<file path="src/rtl/cpu19_pkg.sv">
// Shared types and constants for the 19-bit pipeline register file and scoreboard.
package cpu19_pkg;

    localparam int DATA_W   = 19;
    localparam int ADDR_W   = 3;
    localparam int NUM_REGS = 2 ** ADDR_W;

    typedef logic [DATA_W-1:0] reg_data_t;
    typedef logic [ADDR_W-1:0] reg_addr_t;

    localparam logic [1:0] SB_CNT_MAX = 2'd3;

endpackage

</file>
<file path="src/rtl/sb_counter.sv">
// 2-bit saturating up/down pending counter, one per architectural register.
module sb_counter
    import cpu19_pkg::*;
(
    input  logic       clk,
    input  logic       reset_n,
    input  logic       inc,
    input  logic       dec,
    output logic       busy,
    output logic       full,
    output logic [1:0] count
);

    logic [1:0] cnt;

    // Simultaneous inc and dec cancel; a decrement at zero is a normal idle write-back.
    always_ff @(posedge clk or negedge reset_n) begin
        if (!reset_n) begin
            cnt <= 2'd0;
        end else if (inc && !dec && cnt != SB_CNT_MAX) begin
            cnt <= cnt + 2'd1;
        end else if (dec && !inc && cnt != 2'd0) begin
            cnt <= cnt - 2'd1;
        end
    end

    assign busy  = (cnt != 2'd0);
    assign full  = (cnt == SB_CNT_MAX);
    assign count = cnt;

endmodule

</file>
<file path="src/rtl/regfile_scoreboard.sv">
// 8 x 19-bit register file with per-register pending counters and decode stall.
// Optional write-to-read forwarding is enabled by defining REGFILE_BYPASS_EN.
module regfile_scoreboard
    import cpu19_pkg::*;
(
    input  logic                clk,
    input  logic                reset_n,
    input  logic                wr_en,
    input  logic [ADDR_W-1:0]   wr_addr,
    input  logic [DATA_W-1:0]   wr_data,
    input  logic [ADDR_W-1:0]   rs1_addr,
    input  logic [ADDR_W-1:0]   rs2_addr,
    input  logic                rs1_used,
    input  logic                rs2_used,
    output logic [DATA_W-1:0]   rs1_data,
    output logic [DATA_W-1:0]   rs2_data,
    input  logic                issue_en,
    input  logic [ADDR_W-1:0]   issue_rd,
    output logic                stall,
    output logic [NUM_REGS-1:0] pending_mask,
    output logic                sb_err
);

    reg_data_t              regs [NUM_REGS];
    logic [1:0]             cnt  [NUM_REGS];
    logic [NUM_REGS-1:0]    full;
    logic [NUM_REGS-1:0]    inc;
    logic [NUM_REGS-1:0]    dec;
    logic                   issue_ok;
    logic                   wr_hit1;
    logic                   wr_hit2;
    logic                   haz1;
    logic                   haz2;
    logic                   rd_full;

    always_ff @(posedge clk or negedge reset_n) begin
        if (!reset_n) begin
            for (int i = 0; i < NUM_REGS; i++) begin
                regs[i] <= '0;
            end
        end else if (wr_en) begin
            regs[wr_addr] <= wr_data;
        end
    end

    genvar g;
    generate
        for (g = 0; g < NUM_REGS; g++) begin : g_cnt
            sb_counter u_cnt (
                .clk     (clk),
                .reset_n (reset_n),
                .inc     (inc[g]),
                .dec     (dec[g]),
                .busy    (pending_mask[g]),
                .full    (full[g]),
                .count   (cnt[g])
            );
        end
    endgenerate

    // A same-cycle write to issue_rd frees a slot, so a full counter only stalls without it.
    always_comb begin
        wr_hit1 = wr_en && (wr_addr == rs1_addr);
        wr_hit2 = wr_en && (wr_addr == rs2_addr);
        haz1    = rs1_used && (cnt[rs1_addr] != 2'd0);
        haz2    = rs2_used && (cnt[rs2_addr] != 2'd0);
`ifdef REGFILE_BYPASS_EN
        if (wr_hit1 && cnt[rs1_addr] == 2'd1) haz1 = 1'b0;
        if (wr_hit2 && cnt[rs2_addr] == 2'd1) haz2 = 1'b0;
        rs1_data = wr_hit1 ? wr_data : regs[rs1_addr];
        rs2_data = wr_hit2 ? wr_data : regs[rs2_addr];
`else
        rs1_data = regs[rs1_addr];
        rs2_data = regs[rs2_addr];
`endif
        rd_full  = full[issue_rd] && !(wr_en && wr_addr == issue_rd);
        stall    = haz1 || haz2 || rd_full;
        issue_ok = issue_en && !stall;
        for (int i = 0; i < NUM_REGS; i++) begin
            inc[i] = issue_ok && (issue_rd == reg_addr_t'(i));
            dec[i] = wr_en && (wr_addr == reg_addr_t'(i));
        end
    end

    always_ff @(posedge clk or negedge reset_n) begin
        if (!reset_n) begin
            sb_err <= 1'b0;
        end else if (issue_en && stall) begin
            sb_err <= 1'b1;
        end
    end

endmodule

</file>
<file path="config.mk">
export PLATFORM = sky130hd
export DESIGN_NAME = regfile_scoreboard
export DESIGN_NICKNAME = d
export VERILOG_FILES = /design/src/rtl/cpu19_pkg.sv /design/src/rtl/sb_counter.sv /design/src/rtl/regfile_scoreboard.sv
export SDC_FILE = /design/constraint.sdc
export NUM_CORES = 1
export LEC_CHECK = 0
export BUFFER_PORTS_ARGS = -buffer_cell sky130_fd_sc_hd__clkbuf_2
export CAP_MARGIN = 20
export CELL_PAD_IN_SITES_DETAIL_PLACEMENT = 1
export CELL_PAD_IN_SITES_GLOBAL_PLACEMENT = 1
export CORE_UTILIZATION = 56
export CTS_BUF_LIST = sky130_fd_sc_hd__clkbuf_2
export CTS_CLUSTER_DIAMETER = 50
export DETAILED_ROUTE_END_ITERATION = 7
export PLACE_DENSITY_LB_ADDON = 0.1
export SKIP_CTS_REPAIR_TIMING = 1
export SYNTH_ARGS = -nofsm -noshare
export SYNTH_HDL_FRONTEND = slang
export SYNTH_SLANG_ARGS = --single-unit
</file>
<file path="constraint.sdc">
create_clock -name clk -period 5.91 [get_ports clk]
set_clock_uncertainty 0.2 [all_clocks]
set_input_delay 1.182 -clock clk [delete_from_list [all_inputs] [get_ports clk]]
set_output_delay 1.182 -clock clk [all_outputs]
set_load 0.02 [all_outputs]
</file>
==> flow_metrics.tcl, run 1 <==
set metrics [dict create \
    die_w_um 131 \
    place_hpwl_mm 16.2 \
    avgRoutedWirePerCell_um 26.7 \
    yosysTopAreaCell "dfrtp_1" \
    htree_levels 4 \
    netSwitchingPower_mw 1.27 \
    seqPwrFrac 0.474 \
    grt_use_total 0.317 \
    core.rowCount 46 \
    ys_async_sr_fraction 1.00 \
    ff2ff_path_depth 6 \
    root_buffer "clkbuf_2" \
    num-fill-cells 1542 \
    first_global_vias 7055 \
    fin_nets 761 \
    cap_violations 0 \
    hold_viol 0 \
    synth_top_area_share 0.452 \
    critPathBufInv 3 \
    seq_area_frac_synth 0.452 \
    portBuffers 84 \
    grt_first_pass_wirelength_mm 41.2 \
    synth_seq_cells 169 \
    switching_share 0.356 \
    drive_above_1_share 0.547 \
    fin_cells 954 \
    drt_iter0_markers 405 \
    worst_path_most_repeated_cell "clkbuf_2" \
    synth_edf_count 0 \
    synthTopCellsByCount "mux2_2 (190), dfrtp_1 (169), mux4_2 (76)" \
    routed_wl_mm 25.4 \
    die_h_um 131 \
    yosysUniqueCellTypes 41 \
    reg2reg_from "g_cnt[5].u_cnt.count[0]" \
    vias 6250 \
    insertion_delay_ns 0.77 \
    path_delay_family "buffers and inverters" \
    arrival_ns 3.27 \
    place_inst 921 \
    viasPerCell 6.55 \
    worstSetupPathType "in2out" \
    grt_max_degree 77 \
    coreArea_mm2 0.0161 \
    cp_slowest_cell "clkbuf_2" \
    first_pass_iters 5 \
    slew_violations 0 \
    tritoncts "done" \
    pre_cts_slack_ns 1.23 \
    power_frac_comb 0.324 \
    cp-end-kind "output port" \
    final_core_util 0.634 \
    leakage_nw 4.29 \
    power_per_cell_area_mw_per_mm2 349 \
    r2r_slack_ns 3.00 \
    power_mw 3.56 \
    worstSetupStartpointType "primary input" \
    avgSynthCellArea_um2 14.1 \
    synth_cells 662 \
    synth_flop_cell "dfrtp_1" \
    synth.most_common_cell "mux2_2" \
    fin_setup_tns_ns 0 \
    antenna_found_initial 1 \
    worstMarginPinSlew_ns 1.09 \
    ir_worst_vdd_mv 0.204 \
    cts_made_buffers 17 \
    synth_area_leaders "dfrtp_1 (45%), mux2_2 (23%), mux4_2 (18%)" \
    path_max_fanout 22 \
    pin_count 85 \
    outcome "complete, no violations" \
    fmax_mhz 215 \
    r2r_end "g_cnt[7].u_cnt.count[1]" \
    area_delta_synth_final_pct 9.36 \
    fp.dieArea_mm2 0.0172 \
    max_stage_delay_ns 0.63 \
    timing.final.crit_period_ns 4.65 \
    yosys_warnings 0 \
    path_cells "clkbuf_2 > buf_4 > mux4_2 > mux2_2 > clkbuf_2" \
    fin_crit_sh 0.787 \
    numClockSinks 169 \
    setup_viol_count_final 0 \
    rsz0062_at_grt "false" \
    synthesis.area_mm2 0.00935 \
    drtAntennaViolNets 0 \
    drc 0 \
    grt.overflow.total 0 \
    place_congestion 0.847 \
    pwr-share-clk 0.201 \
    clock_path_buffers 2 \
    hold_class "in2async" \
    fin_ws_ns 1.26 \
    cp.required_ns 4.53 \
    syn-num-nets 699 \
    initial_utilization 0.580 \
    clk_pin_slew_ns 0.28 \
    relSlewSlack 0.271 \
    intPower_mw 2.29 \
]
cell type report:
type	instances	area, µm²	share of cell area
tap	216	270	0.0264
clock inverter	14	198	0.0193
sequential	169	4230	0.414
clock buffer	18	90.1	0.00881
timing repair buffer	100	567	0.0554
inverter	12	45.0	0.00441
antenna	1	2.50	0.000245
multi-input combinational	424	4820	0.472
power by group through the flow:
| stage | clock network (mW) | registers [mW] | logic (mW) |
|---|---|---|---|
| after floorplan | 0 | 1.59 | 0.915 |
| after global routing | 0.772 | 1.73 | 1.23 |
| after CTS | 0.732 | 1.68 | 1.16 |
| after global placement | 0 | 1.66 | 1.09 |
| after detailed placement | 0 | 1.70 | 1.15 |
| final | 0.718 | 1.69 | 1.16 |
sequential cells by signal, indices dropped and copies added, names as in the netlist:
| signal | cells |
|---|---|
| g_cnt.u_cnt.count | 16 |
| sb_err | 1 |
| regs | 152 |
worst register-to-register path, stage by stage (launching register included):
cell       delay, ns
dfrtp_1         0.52
or2_1           0.28
or3b_1          0.35
a32o_1          0.25
a2111oi_1       0.85
o21ai_0         0.21
a21oi_1         0.19
placed cells by master (no fill, tap or decap), drive strengths merged, types with 3 or more instances in the layout:
| cell | n |
|---|---|
| mux2 | 190 |
| dfrtp | 169 |
| clkbuf | 100 |
| mux4 | 76 |
| nand2 | 30 |
| inv | 22 |
| buf | 18 |
| or3 | 15 |
| o21ai | 12 |
| nor3 | 9 |
| nor4 | 9 |
| nand3 | 9 |
| a211o | 8 |
| a2bb2oi | 7 |
| nor4b | 7 |
| nor2b | 7 |
| or2 | 5 |
| nor3b | 4 |
| and2 | 4 |
| xnor2 | 3 |
| nand4 | 3 |
| and3 | 3 |
| nor2 | 3 |
| a21oi | 3 |
| bufinv | 3 |
how the worst max path moves through the flow:
stage | depth (start not counted) | from | endpoint
after detailed placement | 5 | rs1_addr[0] | rs1_data[0]
after global routing | 5 | rs1_addr[0] | rs1_data[0]
after floorplan | 5 | rs2_addr[0] | rs2_data[0]
after global placement | 5 | rs1_addr[0] | rs1_data[4]
final | 5 | rs1_addr[0] | rs1_data[0]
after CTS | 5 | rs1_addr[0] | rs1_data[7]
cells by family (layout without fill, tap and decap cells):
kind of cell,count (synthesis),count (layout),synth area share
AND/OR/NAND/NOR,113,113,0.0679
AO/OA/AOI/OAI,42,42,0.0331
other,0,1,0
buffers and inverters,69,144,0.0320
flip-flops,169,169,0.452
XOR/XNOR,3,3,0.00281
multiplexers,266,266,0.412
per-stage QoR:
| step | hold slack, ns | cell area [µm²] |
|---|---|---|
| 2_1_floorplan | 0.291 | 9350 |
| 3_3_place_gp | 0.241 | 9920 |
| 3_5_place_dp | 0.286 | 9930 |
| 4_1_cts | 0.195 | 10200 |
| 5_1_grt | 0.186 | 10200 |
| 6_report | 0.196 | 10200 |
layer usage:
| metal | global-route usage | up-vias | part of all wire |
|---|---|---|---|
| li1 | - | 2674 | - |
| met1 | 0.404 | 3332 | 0.42 |
| met5 | 0 | - | 0 |
| met3 | 0.0583 | 57 | 0.044 |
| met4 | 0.116 | 0 | 0.025 |
| met2 | 0.541 | 187 | 0.52 |
Note: power is estimated with default switching activity, not from simulation.
==> run 2: changes to the inputs <==
--- a/config.mk
+++ b/config.mk
@@ -9,7 +9,7 @@
 export CAP_MARGIN = 20
 export CELL_PAD_IN_SITES_DETAIL_PLACEMENT = 1
 export CELL_PAD_IN_SITES_GLOBAL_PLACEMENT = 1
-export CORE_UTILIZATION = 56
+export CORE_UTILIZATION = 52
 export CTS_BUF_LIST = sky130_fd_sc_hd__clkbuf_2
 export CTS_CLUSTER_DIAMETER = 50
 export DETAILED_ROUTE_END_ITERATION = 7
==> constraint.sdc (replaced) <==
create_clock -name clk -period 4.4 [get_ports clk]
set_clock_uncertainty 0.2 [all_clocks]
set_input_delay 0.88 -clock clk [delete_from_list [all_inputs] [get_ports clk]]
set_output_delay 0.88 -clock clk [all_outputs]
set_load 0.02 [all_outputs]
==> flow_metrics.tcl, run 2 (synthesized netlist as in run 1, its figures left out) <==
set metrics [dict create \
    root_buffer "clkbuf_2" \
    arrival_ns 2.68 \
    die_w_um 136 \
    max_stage_delay_ns 0.55 \
    relSlewSlack 0.394 \
    hold_class "in2reg" \
    largest_register "regs" \
    fin_cells 965 \
    drt_iter0_markers 442 \
    numClockSinks 169 \
    fin_nets 767 \
    worstSetupPathType "in2out" \
    cp-end-kind "output port" \
    cp.required_ns 3.32 \
    ir_worst_vdd_mv 0.222 \
    most-common-layout-cells "mux2_2 (190), dfrtp_1 (169), clkbuf_2 (100)" \
    worstSetupStartpointType "primary input" \
    reg2reg_from "g_cnt[5].u_cnt.count[0]" \
    rsz0062_at_grt "false" \
    setup_viol_count_final 0 \
    path_delay_family "buffers and inverters" \
    final_area_mm2 0.0102 \
    drive_above_1_share 0.545 \
    vias 6205 \
    crit_start "rs1_addr[0]" \
    place_congestion 0.800 \
    path_cells "buf_2 > buf_12 > mux4_2 > mux2_2 > clkbuf_2" \
    pin_count 85 \
    ff2ff_path_depth 7 \
    initial_utilization 0.537 \
    place_hpwl_mm 15.6 \
    power_per_cell_area_mw_per_mm2 446 \
    post_dp_cell_area_mm2 0.0100 \
    slew_violations 0 \
    power_mw 4.56 \
    r2r_slack_ns 1.63 \
    r2r_end "g_cnt[1].u_cnt.count[0]" \
    first_pass_iters 5 \
    outcome "complete, no violations" \
    grt_use_total 0.283 \
    core.rowCount 48 \
    place_inst 935 \
    critPathBufInv 3 \
    cp_slowest_cell "buf_2" \
    first_global_vias 6795 \
    endpoint "rs1_data[9]" \
    avgRoutedWirePerCell_um 24.9 \
    area_delta_synth_final_pct 9.49 \
    htree_levels 4 \
    largest_register_ffs 152 \
    tritoncts "done" \
    path_max_fanout 17 \
    worstMarginPinSlew_ns 0.909 \
    cap_violations 0 \
    hold_viol 0 \
    routed_wl_mm 24.0 \
    drtAntennaViolNets 0 \
    grt.overflow.total 0 \
    grt_max_degree 97 \
    timing.final.crit_period_ns 3.76 \
    portBuffers 84 \
    antenna_found_initial 1 \
    viasPerCell 6.43 \
    fmax_mhz 266 \
    drc 0 \
    clock_path_buffers 2 \
    grt_first_pass_wirelength_mm 38.7 \
    final_common_cell "mux2_2" \
    clk_pin_slew_ns 0.23 \
    cts_made_buffers 17 \
    coreArea_mm2 0.0174 \
    fin_crit_sh 0.855 \
    path_depth 5 \
    leakage_nw 4.30 \
    fin_setup_tns_ns 0 \
    insertion_delay_ns 0.74 \
    fp.dieArea_mm2 0.0185 \
    die_h_um 136 \
]
-- run 2: worst min path at each step --
stage | from | end | slack, ns | cells after the start
after detailed placement | sb_err | sb_err | 0.25 | 1
final | issue_en | sb_err | 0.24 | 2
after CTS | reset_n | regs[135] | -0.03 | 1
after global placement | sb_err | sb_err | 0.24 | 1
after global routing | issue_en | sb_err | 0.17 | 2
after floorplan | regs[19] | regs[19] | 0.29 | 1
-- run 2: cell type report --
type | count | area, µm²
antenna | 1 | 2.50
tap | 225 | 282
sequential | 169 | 4230
fill | 1719 | 7180
clock inverter | 9 | 105
clock buffer | 19 | 95.1
timing repair buffer | 106 | 657
inverter | 12 | 45.0
multi-input combinational | 424 | 4820
-- run 2: power by group --
group          internal, mW  total [mW]  switching (mW)
Sequential             1.91        2.25           0.337
Clock                 0.250       0.779           0.529
Combinational         0.821        1.53           0.711
-- run 2: per-stage QoR --
stage                     hold WS (ns)  setup WS (ns)  utilization
after floorplan                  0.291          0.762            -
final                            0.236          0.636        0.588
after CTS                      -0.0318          0.619        0.587
after global placement           0.240          0.647        0.576
after detailed placement         0.250          0.621        0.576
after global routing             0.171          0.514        0.588
-- run 2: layer usage --
layer / routed length [µm] / global-route usage / vias up
met5: 0 / 0 / -
met4: 276 / 0.0901 / 0
met3: 1240 / 0.0403 / 20
met2: 12200 / 0.466 / 177
met1: 10200 / 0.390 / 3338
li1: - / - / 2670
-- run 2: worst register-to-register path: cells and delay by family, from the launching register on --
kind / cells / cell delay [ns]
AOI/OAI and AO/OA: 3 / 0.76
buffers and inverters: 1 / 0.25
and+or+nand+nor: 3 / 0.94
DFF: 1 / 0.51
